==> config.mk <==
export PLATFORM = sky130hd
export DESIGN_NAME = issue_queue
export DESIGN_NICKNAME = d
export VERILOG_FILES = /design/src/rtl/issue_queue_pkg.sv /design/src/rtl/issue_queue_select.sv /design/src/rtl/issue_queue.sv
export SDC_FILE = /design/constraint.sdc
export NUM_CORES = 2
export LEC_CHECK = 0
export CORE_MARGIN = 1.5
export CORE_UTILIZATION = 30
export DETAILED_ROUTE_END_ITERATION = 6
export PLACE_DENSITY = 0.5
export SYNTH_ARGS = -nofsm -noshare
export SYNTH_HDL_FRONTEND = slang
export SYNTH_HIERARCHICAL = 1
export SYNTH_SLANG_ARGS = --single-unit
==> constraint.sdc <==
create_clock -name clk -period 8.85 [get_ports clk]
set_input_delay 0.885 -clock clk [delete_from_list [all_inputs] [get_ports clk]]
set_output_delay 0.885 -clock clk [all_outputs]
set_load 0.01 [all_outputs]
==> src/rtl/issue_queue_pkg.sv <==
// issue_queue_pkg: shared sizing, entry layout and wakeup tag match for the issue queue
package issue_queue_pkg;
  localparam int DISPATCH_WIDTH = 2;
  localparam int PHYS_REGS_ADDR_WIDTH = 6;
  localparam int IQ_DEPTH = 8;
  localparam int WAKEUP_WIDTH = 2;
  localparam int CTRL_WIDTH = 8;
  localparam int IDX_W = $clog2(IQ_DEPTH);
  typedef struct packed {
    logic busy;
    logic [31:0] op1;
    logic op1_valid;
    logic [31:0] op2;
    logic op2_valid;
    logic [PHYS_REGS_ADDR_WIDTH-1:0] rd;
    logic [CTRL_WIDTH-1:0] ctrl;
  } iq_entry_t;
  function automatic logic tag_hit(
    input logic [WAKEUP_WIDTH-1:0] v,
    input logic [WAKEUP_WIDTH-1:0][PHYS_REGS_ADDR_WIDTH-1:0] tags,
    input logic [PHYS_REGS_ADDR_WIDTH-1:0] t
  );
    tag_hit = 1'b0;
    for (int k = 0; k < WAKEUP_WIDTH; k++) tag_hit = tag_hit | (v[k] && tags[k] == t);
  endfunction
endpackage

==> src/rtl/issue_queue_select.sv <==
// iq_select: lowest-index set-bit priority encoder with a found flag
module iq_select
  import issue_queue_pkg::*;
#(
  parameter int N = IQ_DEPTH
) (
  input  logic [N-1:0]         req,
  output logic [$clog2(N)-1:0] idx,
  output logic                 found
);
  localparam int W = $clog2(N);
  always_comb begin
    idx = '0;
    for (int i = N - 1; i >= 0; i--) if (req[i]) idx = W'(i);
  end
  assign found = |req;
endmodule

==> src/rtl/issue_queue.sv <==
// issue_queue: unified OoO issue queue with dispatch-cycle wakeup and lowest-index select
module issue_queue
  import issue_queue_pkg::*;
(
  input  logic                                                 clk,
  input  logic                                                 rst_n,
  input  logic                                                 flush,
  input  logic [DISPATCH_WIDTH-1:0]                            dispatch_valid,
  output logic                                                 dispatch_ready,
  input  logic [DISPATCH_WIDTH-1:0][31:0]                      op1,
  input  logic [DISPATCH_WIDTH-1:0][31:0]                      op2,
  input  logic [DISPATCH_WIDTH-1:0]                            op1_valid,
  input  logic [DISPATCH_WIDTH-1:0]                            op2_valid,
  input  logic [DISPATCH_WIDTH-1:0][PHYS_REGS_ADDR_WIDTH-1:0]  rd,
  input  logic [DISPATCH_WIDTH-1:0][CTRL_WIDTH-1:0]            ctrl,
  input  logic [WAKEUP_WIDTH-1:0]                              wakeup_valid,
  input  logic [WAKEUP_WIDTH-1:0][PHYS_REGS_ADDR_WIDTH-1:0]    wakeup_tag,
  output logic                                                 issue_valid,
  input  logic                                                 issue_ready,
  output logic [31:0]                                          issue_op1,
  output logic [31:0]                                          issue_op2,
  output logic [PHYS_REGS_ADDR_WIDTH-1:0]                      issue_rd,
  output logic [CTRL_WIDTH-1:0]                                issue_ctrl
);
  localparam int FW = $clog2(IQ_DEPTH + 1);
  localparam int LW = $clog2(DISPATCH_WIDTH + 1);
  iq_entry_t q [IQ_DEPTH];
  iq_entry_t q_n [IQ_DEPTH];
  logic [IQ_DEPTH-1:0] busy, rdy;
  logic [FW-1:0] n_free;
  logic [IDX_W-1:0] sel, tgt;
  logic [DISPATCH_WIDTH-1:0][IDX_W-1:0] slot;
  logic [LW-1:0] n;
  always_comb begin
    n_free = '0;
    for (int e = 0; e < IQ_DEPTH; e++) begin
      busy[e] = q[e].busy;
      rdy[e] = q[e].busy && q[e].op1_valid && q[e].op2_valid;
      n_free = n_free + FW'(!q[e].busy);
    end
  end
  assign dispatch_ready = n_free >= FW'(DISPATCH_WIDTH);
  iq_select #(.N(IQ_DEPTH)) u_issue_sel (.req(rdy), .idx(sel), .found(issue_valid));
  assign issue_op1 = q[sel].op1;
  assign issue_op2 = q[sel].op2;
  assign issue_rd = q[sel].rd;
  assign issue_ctrl = q[sel].ctrl;
  // Each stage claims the lowest remaining free slot and masks it for the next lane.
  for (genvar i = 0; i < DISPATCH_WIDTH; i++) begin : g_free
    logic [IQ_DEPTH-1:0] m, hit;
    logic ok;
    if (i == 0) begin : g_first
      assign m = ~busy;
    end else begin : g_next
      assign m = g_free[i-1].m & ~g_free[i-1].hit;
    end
    iq_select #(.N(IQ_DEPTH)) u_free_sel (.req(m), .idx(slot[i]), .found(ok));
    assign hit = {IQ_DEPTH{ok}} & (IQ_DEPTH'(1) << slot[i]);
  end
  always_comb begin
    q_n = q;
    n = '0;
    tgt = '0;
    for (int e = 0; e < IQ_DEPTH; e++) begin
      if (q[e].busy && !q[e].op1_valid && tag_hit(wakeup_valid, wakeup_tag, q[e].op1[PHYS_REGS_ADDR_WIDTH-1:0]))
        q_n[e].op1_valid = 1'b1;
      if (q[e].busy && !q[e].op2_valid && tag_hit(wakeup_valid, wakeup_tag, q[e].op2[PHYS_REGS_ADDR_WIDTH-1:0]))
        q_n[e].op2_valid = 1'b1;
    end
    if (issue_valid && issue_ready) q_n[sel].busy = 1'b0;
    for (int l = 0; l < DISPATCH_WIDTH; l++) begin
      if (dispatch_ready && dispatch_valid[l]) begin
        for (int j = 0; j < DISPATCH_WIDTH; j++) if (n == LW'(j)) tgt = slot[j];
        q_n[tgt] = '{
          busy: 1'b1,
          op1: op1[l],
          op1_valid: op1_valid[l] || tag_hit(wakeup_valid, wakeup_tag, op1[l][PHYS_REGS_ADDR_WIDTH-1:0]),
          op2: op2[l],
          op2_valid: op2_valid[l] || tag_hit(wakeup_valid, wakeup_tag, op2[l][PHYS_REGS_ADDR_WIDTH-1:0]),
          rd: rd[l],
          ctrl: ctrl[l]
        };
        n = n + LW'(1);
      end
    end
    if (flush) for (int e = 0; e < IQ_DEPTH; e++) q_n[e].busy = 1'b0;
  end
  always_ff @(posedge clk) begin
    if (!rst_n) for (int e = 0; e < IQ_DEPTH; e++) q[e].busy <= 1'b0;
    else q <= q_n;
  end
endmodule

==> reports/qor.yml <==
outcome: "complete, but fails checks"
violations: "DRC"
cp_max_fo: 51
cp-start-kind: "flop"
cts.sinks: 648
worstSetupPathType: "flop to output pin"
clock-root-buffer: "clkbuf_16"
routed-via-count: 33663
netlist_area_mm2: 0.04005
grt_max_degree: 165
hold_class: "flop to flop"
area_delta_synth_final_pct: 14.59
cp.required_ns: 7.97
rsz0062_at_grt: "no"
die_h_um: 368.4
drt-total-wl_um: 159100
period_minus_slack_ns: 6.204
grt_pass1_vias: 32278
design_area_mm2: 0.04589
post_cts_buffers: 0
drive_above_1_share_pct: 5.278
relSlewSlack_pct: 19.79
fmax_ghz: 0.1612
clk_latency_ns: 0.68
gp_congestion: 0.8532
drc: 4
end_kind: "output pin"
hold_viol: 0
synth.yosys.warnings: 6
cts_buffers: 81
whs_ns: 0.5823
cts_tree: "built"
fin_crit_sh_pct: 70.11
num_rows: 133
core_mm2: 0.1320
overflow: 0
syn_inst: 4228
grt_pass1_wl_um: 229100
cts_resized: 0
finalClockSkew_ns: 0.02797
die_w_um: 368.4
grt.total_usage_pct: 22.60
die-area_mm2: 0.1357
antenna_found_initial: 15
layout_common_cells: "nand2_1 (816), edfxtp_1 (640), mux2i_1 (365), nor2_1 (356), a22oi_1 (312)"
drv_cap: 0
syn_nets: 4415
postCtsHoldBufs: 0
drtAntennaViolNets: 0
via_per_inst: 5.642
initial_utilization_pct: 30.35
maxSlewViolCount: 0
p_leak_nw: 17.43
cts.clk_slew.worst_paths_ns: 0.06
detail_route.iter0.violations: 4075
hpwl_um: 87440
nets: 4335
p_per_area_mw_per_mm2: 184.2
worstMarginPinSlew_ns: 1.199
cp.arrival_ns: 5.32
dr.pass1.iters: 7
htreeDepth: 3
clk_path_buf_depth: 3
io_pins: 260
avgSynthCellArea_um2: 9.472
placed_cell_area_mm2: 0.04339
mostFrequentLayoutCell: "nand2_1"
io_buffers: 259
setup_viol: 0
totalNegativeSetupSlack_ns: 0
ir_worst_vdd_mv: 0.1285
wl_per_cell_um: 26.67
[final timing paths]
kind | startpoint | endpoint | slack [ns] | depth (start not counted)
worst max-delay path | q[257] | issue_ctrl[7] | 2.65 | 7
worst min register to register | busy[5] | busy[5] | 0.58 | 2
worst min-delay path | busy[5] | busy[5] | 0.58 | 2
worst max register to register | busy[1] | q[97] | 2.79 | 14
[worst max-delay path, cell delays in order (launching register included)]
cell	delay, ns
edfxtp_1	0.43
and3_1	0.28
o41ai_2	1.03
and3_4	1.09
buf_4	0.66
a22oi_1	0.20
nand4_1	0.34
clkdlybuf4s50_1	0.62
[flip-flops by register name (all words and copies together), names as in the netlist]
signal  flops
q         640
busy        8
[power by group]
part / switching (mW) / total, mW / internal [mW] / leakage (nW)
clock: 1.42 / 3.27 / 1.85 / 1.21
sequential: 0.180 / 3.90 / 3.72 / 6.34
combinational: 0.762 / 1.29 / 0.527 / 9.88
total: 2.36 / 8.45 / 6.09 / 17.4
[routing by layer]
| metal | routed length, um | vias up | track usage, % |
|---|---|---|---|
| li1 | - | 15197 | - |
| met1 | 68080 | 16487 | 30.87 |
| met2 | 72380 | 1708 | 35.19 |
| met3 | 14200 | 259 | 5.139 |
| met4 | 4410 | 12 | 7.392 |
| met5 | 75 | - | 0 |
[metrics by stage]
stage          cells  setup slack [ns]  utilization, %  power (mW)
6_report        5967             2.646           34.78       8.453
5_1_grt         5965             2.506           34.77       8.743
4_1_cts         5961             2.709           34.76       8.505
3_5_place_dp    5820             2.831           32.88       5.230
3_3_place_gp    5820             2.914           32.88       5.208
2_1_floorplan   4228             4.625               -       4.640
[final cells by class]
cell class / count / area (um^2)
Antenna cell: 6 / 15.01
Multi-Input combinational cell: 3061 / 18490
Fill cell: 13209 / 86070
Timing Repair Buffer: 335 / 3246
Clock buffer: 101 / 2123
Clock inverter: 40 / 366.6
Inverter: 21 / 78.83
Sequential cell: 648 / 19380
Tap cell: 1755 / 2196
Note: power is estimated with default switching activity, not from simulation.
